$ cat src/rtl/eth_fcs_check.sv
// GMII receive frame checker: strips preamble/SFD, forwards payload through a
// 4-byte delay line so the FCS is never emitted, and reports end-of-frame status.
module eth_fcs_check #(
  parameter int MIN_LEN = 64,
  parameter int MAX_LEN = 1518
) (
  input  logic       clk,
  input  logic       rst_n,
  input  logic       gmii_rx_dv,
  input  logic       gmii_rx_er,
  input  logic [7:0] gmii_rxd,
  output logic       out_valid,
  output logic [7:0] out_data,
  output logic       out_sof,
  output logic       frame_done,
  output logic       frame_ok,
  output logic       err_crc,
  output logic       err_len,
  output logic       err_phy
);

  localparam logic [31:0] CRC_POLY    = 32'h04C1_1DB7;
  localparam logic [31:0] CRC_INIT    = 32'hFFFF_FFFF;
  localparam logic [31:0] CRC_RESIDUE = 32'hC704_DD7B;
  localparam logic [11:0] MIN_L       = 12'(MIN_LEN);
  localparam logic [11:0] MAX_L       = 12'(MAX_LEN);

  typedef enum logic [1:0] {
    IDLE,
    PREAMBLE,
    DATA,
    DROP
  } state_t;

  state_t      state;
  state_t      state_nx;
  logic        dv_q;
  logic [31:0] crc;
  logic [10:0] len;
  logic [10:0] len_nx;
  logic [7:0]  dly [4];
  logic [2:0]  fill;
  logic        phy_q;
  logic        sof_pend;

  logic        sfd_hit;
  logic        data_byte;
  logic        frame_end;
  logic        emit_ok;
  logic        crc_bad;
  logic        len_bad;

  // Byte enters LSB first, so bit 0 is shifted into the MSB-first register first.
  function automatic logic [31:0] crc_byte(input logic [31:0] c, input logic [7:0] d);
    logic [31:0] r;
    r = c;
    for (int unsigned i = 0; i < 8; i++) begin
      if (r[31] ^ d[i]) r = {r[30:0], 1'b0} ^ CRC_POLY;
      else              r = {r[30:0], 1'b0};
    end
    return r;
  endfunction

  always_ff @(posedge clk or negedge rst_n) begin
    if (!rst_n) state <= IDLE;
    else        state <= state_nx;
  end

  always_comb begin
    state_nx  = state;
    sfd_hit   = 1'b0;
    data_byte = 1'b0;
    frame_end = 1'b0;
    if (!gmii_rx_dv) begin
      state_nx  = IDLE;
      frame_end = (state == DATA);
    end else begin
      case (state)
        IDLE:     state_nx = (!dv_q && gmii_rxd == 8'h55) ? PREAMBLE : DROP;
        PREAMBLE: begin
          if (gmii_rxd == 8'h55) begin
            state_nx = PREAMBLE;
          end else if (gmii_rxd == 8'hD5) begin
            state_nx = DATA;
            sfd_hit  = 1'b1;
          end else begin
            state_nx = DROP;
          end
        end
        DATA: begin
          state_nx  = DATA;
          data_byte = 1'b1;
        end
        DROP:     state_nx = DROP;
        default:  state_nx = IDLE;
      endcase
    end
  end

  always_comb begin
    len_nx  = (len == 11'h7FF) ? len : len + 11'd1;
    emit_ok = ({1'b0, len_nx} <= MAX_L);
    crc_bad = (len < 11'd4) || (crc != CRC_RESIDUE);
    len_bad = ({1'b0, len} < MIN_L) || ({1'b0, len} > MAX_L);
  end

  always_ff @(posedge clk or negedge rst_n) begin
    if (!rst_n) begin
      dv_q       <= 1'b1;
      crc        <= CRC_INIT;
      len        <= '0;
      fill       <= '0;
      phy_q      <= 1'b0;
      sof_pend   <= 1'b0;
      for (int unsigned i = 0; i < 4; i++) dly[i] <= '0;
      out_valid  <= 1'b0;
      out_data   <= '0;
      out_sof    <= 1'b0;
      frame_done <= 1'b0;
      frame_ok   <= 1'b0;
      err_crc    <= 1'b0;
      err_len    <= 1'b0;
      err_phy    <= 1'b0;
    end else begin
      dv_q       <= gmii_rx_dv;
      out_valid  <= 1'b0;
      out_sof    <= 1'b0;
      frame_done <= 1'b0;
      frame_ok   <= 1'b0;
      err_crc    <= 1'b0;
      err_len    <= 1'b0;
      err_phy    <= 1'b0;

      if (sfd_hit) begin
        crc      <= CRC_INIT;
        len      <= '0;
        fill     <= '0;
        phy_q    <= 1'b0;
        sof_pend <= 1'b1;
      end

      if (data_byte) begin
        crc    <= crc_byte(crc, gmii_rxd);
        len    <= len_nx;
        dly[0] <= gmii_rxd;
        for (int unsigned i = 1; i < 4; i++) dly[i] <= dly[i-1];
        if (fill != 3'd4) begin
          fill <= fill + 3'd1;
        end else if (emit_ok) begin
          out_valid <= 1'b1;
          out_data  <= dly[3];
          out_sof   <= sof_pend;
          sof_pend  <= 1'b0;
        end
        if (gmii_rx_er) phy_q <= 1'b1;
      end

      // The bytes still held in the delay line are the FCS; dropping fill discards them.
      if (frame_end) begin
        fill       <= '0;
        frame_done <= 1'b1;
        err_crc    <= crc_bad;
        err_len    <= len_bad;
        err_phy    <= phy_q;
        frame_ok   <= !(crc_bad || len_bad || phy_q);
      end
    end
  end

endmodule

$ cat config.mk
export PLATFORM = sky130hd
export DESIGN_NAME = eth_fcs_check
export DESIGN_NICKNAME = d
export VERILOG_FILES = /design/src/rtl/eth_fcs_check.sv
export SDC_FILE = /design/constraint.sdc
export NUM_CORES = 1
export LEC_CHECK = 0
export BUFFER_PORTS_ARGS = -buffer_cell sky130_fd_sc_hd__buf_2
export CORE_MARGIN = 1.5
export CORE_UTILIZATION = 41
export CTS_CLUSTER_DIAMETER = 40
export DETAILED_ROUTE_END_ITERATION = 8
export GPL_TIMING_DRIVEN = 0
export HOLD_SLACK_MARGIN = 0.12
export PLACE_DENSITY_LB_ADDON = 0.2
export SETUP_SLACK_MARGIN = 0.2
export SKIP_LAST_GASP = 1
export SYNTH_ARGS = -nofsm -noshare
export SYNTH_HDL_FRONTEND = slang
export SYNTH_SLANG_ARGS = --single-unit
$ cat constraint.sdc
create_clock -name clk -period 2.9 [get_ports clk]
set_input_delay 0.58 -clock clk [delete_from_list [all_inputs] [get_ports clk]]
set_output_delay 0.58 -clock clk [all_outputs]
set_load 0.01 [all_outputs]
# --- After elaboration in Yosys (flattened, before gate mapping) ---
# Index checks and enable logic that the tools add are counted.
op_classes:
  n_addsub: 2
  n_lt_le_gt_ge: 4
  eq_ne: 8
  n_mux: 54
  bitwise_logic: 17
  reduce_logical: 10
op_table:
  columns: ["operator", "n"]
  rows:
  - ["two-way mux 32 bit", 9]
  - ["two-way mux 27 bit", 8]
  - ["NOT 14 bit", 8]
  - ["two-way mux 11 bit", 3]
  - ["!= test 32 bit (second input constant)", 1]
  - ["two-way mux 1 bit", 26]
  - ["two-way mux 3 bit", 4]
  - ["adder 11 x 1 -> 11 bit (second input constant)", 1]
  - ["== test 11 bit (second input constant)", 1]
  - ["> comparator 11 bit (second input constant)", 1]
  - ["less-or-equal comparator 11 bit (second input constant)", 1]
  - ["< comparator 11 x 3 -> 1 bit (second input constant)", 1]
  - ["< comparator 11 x 7 -> 1 bit (second input constant)", 1]
  - ["== test 8 x 7 -> 1 bit (second input constant)", 1]
  - ["== test 8 bit (second input constant)", 1]
  - ["case mux 2 bit (4 select lines)", 1]
  - ["bitwise XOR 1 bit", 8]
  - ["two-way mux 2 bit", 3]
  - ["== test 2 bit (second input constant)", 2]
  - ["logical OR 1 bit", 4]
  - ["adder 3 x 1 -> 3 bit (second input constant)", 1]
  - ["!= test 3 bit (second input constant)", 1]
  - ["AND reduction 3 bit", 1]
  - ["== test 2 x 1 -> 1 bit (second input constant)", 1]
  - ["other kinds (5)", 6]
word_totals:
  ff_bits: 98
  input_bits: 12
  out_inout_bits: 15
  wordCells: 114

# --- Logic depth before layout (Yosys ltp) ---
depth:
  word_depth: 25
  ltp_mapped: 9
  mapped_depth_nobuf: 7

# --- Worst setup path after synthesis ---
# Ideal clock, no wire load.
synth_path:
  kind: "flip-flop to flip-flop"
  start: "register len[0]"
  end: "register out_data[0]"
  setup_time_ps: 125
  t_arrival_ps: 2239
  path_slack_ps: 535
  stages_incl_launch_ff: 10
  period_less_slack_ps: 2365
  cell_sequence: "dfrtp_1 > ha_1 > nand3_2 > or4_1 > clkbuf_1 > o211a_1 > o22ai_1 > a21o_1 > buf_6 > mux2_4"
synth_via:
  elab_chain_len: 4
  elab_cells_between_ends: 5
  cone_classes: "add/sub (1); order compare (1); eq/ne (1); mux (1); reduce/logical (1)"
synth_rtl:
  columns: ["item", "line_no", "text"]
  rows:
  - ["from (decl)", "39", "logic [10:0] len;"]
  - ["from (signal assigned)", "144", "len <= len_nx;"]
  - ["adder 11 x 1 -> 11 bit or == test 11 bit (tied branches)", "101", "len_nx = (len == 11'h7FF) ? len : len + 11'd1;"]
  - ["two-way mux 11 bit (*)", "101", null]
  - ["less-or-equal comparator 11 bit (*)", "102", "emit_ok = ({1'b0, len_nx} <= MAX_L);"]
  - ["AND reduction 3 bit (no line) (*)", null, null]
  - ["to (signal assigned)", "151", "out_data <= dly[3];"]
  - ["to (decl)", "13", "output logic [7:0] out_data,"]
# Mark *: on every way between the ends. The rest lies on a longest branch, timed or not.
# A chain may end at the register's enable or synchronous reset.

# --- Final worst setup path ---
layout_path:
  start: "register len[0]"
  end: "register out_data[5]"
# Same word-level chain as after synthesis.

==> results.yml <==
run_status:
  status: "complete, no violations"
cts:
  htreeDepth: 3
  cts_root_buf: "clkbuf_16"
  cts.sinks: 98
  clk_pin_slew_worst_paths_ns: 0.08
  cts_made_buffers: 9
  clk_path_buf_depth: 2
  cts_tree: "built"
  clk_latency_ns: 0.35
synth:
  netlist_instances: 502
  avgSynthCellArea_um2: 9.95
  ys.flop_type: "dfrtp_1"
  synthDistinctLibCells: 57
  async_reset_ff_frac: 1.00
  seq_area_frac_synth: 0.499
  syn_nets: 517
  synth_edf_count: 0
  yosys_warnings: 0
  synthesis.area_um2: 4990
  synth-seq-cells: 98
pwr:
  power.density_nw_per_um2: 1180
  power.total_mw: 6.70
  leakagePower_nw: 2.50
  peakVddDrop_v: 0.000898
floorplan:
  die_h_um: 113
  rows: 40
  die_w_um: 113
  core_um2: 12000
  start_util: 0.417
  io_pins: 27
  design.die.area_um2: 12900
placed_design:
  port_buffers: 26
  globalplace.congestion: 0.856
  place_ws_ns: 0.207
  dp_hpwl_mm: 8.07
final_layout:
  fin_nets: 557
  drive_above_1_share: 0.210
  diodes: 0
  syn_to_final_growth_pct: 13.7
  utilization: 0.475
drt:
  drt-total-wl_mm: 11.2
  first_iter_violations: 231
  drcViolationCount: 0
  ant_nets: 0
  wl_per_cell_um: 16.2
  viasPerCell: 5.26
  vias: 3648
  drtPass1Iterations: 4
hold_path:
  hp-class: "input port to async pin"
grt:
  overflow: 0
  grt_max_degree: 55
  grt_pass1_vias: 3666
  antenna_found_initial: 0
  grt_pass1_wl_mm: 19.2
  grt_usage: 0.192
sta:
  final-max-slew-violation-count: 0
  period_minus_slack_ns: 2.56
  final.setup.tns_ns: 0
  rsz0062_at_grt: "no"
  hold_ws_ns: 0.234
  skew_ns: 0.00787
  finalHoldViolCount: 0
  tightest_slew_ns: 0.771
  slew_headroom: 0.484
  setup_viol: 0
  fin_crit_sh: 0.884
  max_freq_ghz: 0.390
  worst_slack_ns: 0.335
worst_setup_path:
  critPathMaxFanout: 10
  crit_required_ns: 3.14
  arrival_ns: 2.80
  cp-end-kind: "flop"
  critPathLaunchType: "flop"
  path_class: "flop to flop"
run:
  timing.max_cap.violations: 0
cell type report:
cell class              instances  area [um^2]
clock buffers                   9          225
repair buffers                 29          175
plain buffers                  28          129
clock inverters                 7         81.3
fillers                      1148         6280
multi-input cells             368         2360
inverters                       8         30.0
well taps                     147          184
flip-flops and latches         98         2490
worst paths after layout:
path | depth (start not counted) | slack, ns | startpoint | endpoint
worst max-delay path | 9 | 0.34 | len[0] | out_data[5]
min in group clk | 1 | 0.35 | gmii_rx_dv | dv_q
worst min register to register | 2 | 0.47 | dly[11] | dly[3]
max in group asynchronous | 2 | 1.95 | rst_n | dv_q
worst min-delay path | 1 | 0.23 | rst_n | len[1]
worst max register to register | 9 | 0.34 | len[0] | out_data[5]
layer usage:
metal / vias up / track usage / wire, um
met4: 0 / 0.0625 / 167
met3: 16 / 0.0375 / 344
met2: 59 / 0.295 / 5120
li1: 1791 / - / -
met5: - / 0 / 0
met1: 1782 / 0.275 / 5600
state kept, by name, indices dropped and copies added, names as in the netlist, 2 cells and up:
name	flops
crc	32
dly	32
len	11
out_data	8
fill	3
state	2
per-stage QoR:
stage | area [um^2] | std cells
floorplan | 4990 | 502
global placement | 5310 | 675
detailed placement | 5340 | 676
CTS | 5640 | 692
global route | 5680 | 694
finish | 5680 | 694
Yosys cell counts, drive strengths merged, types with 3 or more instances:
library cell / n / area (um^2)
and3: 4 / 30.0
dfrtp: 65 / 1630
a2bb2oi: 3 / 26.3
inv: 8 / 30.0
nand3: 8 / 57.6
a211oi: 3 / 22.5
xor2: 18 / 195
nand4: 4 / 25.0
o21ai: 22 / 110
nor4bb: 3 / 30.0
buf: 7 / 48.8
a21oi: 39 / 195
or4: 3 / 22.5
dfstp: 33 / 867
a31oi: 3 / 18.8
mux2: 9 / 128
o31ai: 3 / 22.5
nor3: 35 / 175
ha: 3 / 37.5
nor2: 12 / 45.0
xnor2: 53 / 547
nand2: 117 / 439
clkbuf: 21 / 80.1
worst max-delay path, cell delays in order, from the launching register on:
cell	delay (ns)
dfrtp_1	0.43
ha_4	0.19
nand3_2	0.14
or4_1	0.52
clkbuf_1	0.18
o211a_1	0.16
o22ai_1	0.13
a21o_1	0.21
buf_6	0.19
mux2_4	0.31
kinds of logic (layout without fill, tap and decap cells):
group | Yosys count | count (layout) | synth area share
xor gates and xnor gates | 71 | 71 | 0.149
AOI/OAI and AO/OA | 87 | 87 | 0.103
buffers and inverters | 36 | 81 | 0.0318
and+or+nand+nor | 197 | 197 | 0.182
DFF | 98 | 98 | 0.499
muxes | 10 | 10 | 0.0276
adders and majority gates | 3 | 3 | 0.00752
where the power goes:
part,switching [mW],total [mW],internal [mW],leakage (nW)
logic,1.62,3.18,1.56,1.16
registers,0.373,2.33,1.96,1.19
clock network,0.572,1.19,0.615,0.150
cells in the final DEF, fill, tap and decap left out, drive strengths merged, types with 2 or more instances in the layout:
cell type    n
nand4        4
a31o         2
nand3        8
nor4         2
a31oi        3
o221ai       2
and4         2
a211oi       3
a21oi       39
xor2        18
xnor2       53
nor3        35
inv         11
nor4bb       3
or4          3
dfrtp       65
clkinv       4
nor2        12
and4b        2
dfstp       33
o31ai        3
mux2         9
ha           3
o21ai       22
a22o         2
clkbuf      30
a2bb2oi      3
and3         4
buf         36
nand2      117
repair_timing:
item | 4_1_cts | 5_1_grt
setup endpoints to repair | 0 | 9
hold buffers | 0 | 0
gates resized for setup | 0 | 4
setup buffers | 0 | 2
Note: power is estimated with default switching activity, not from simulation.
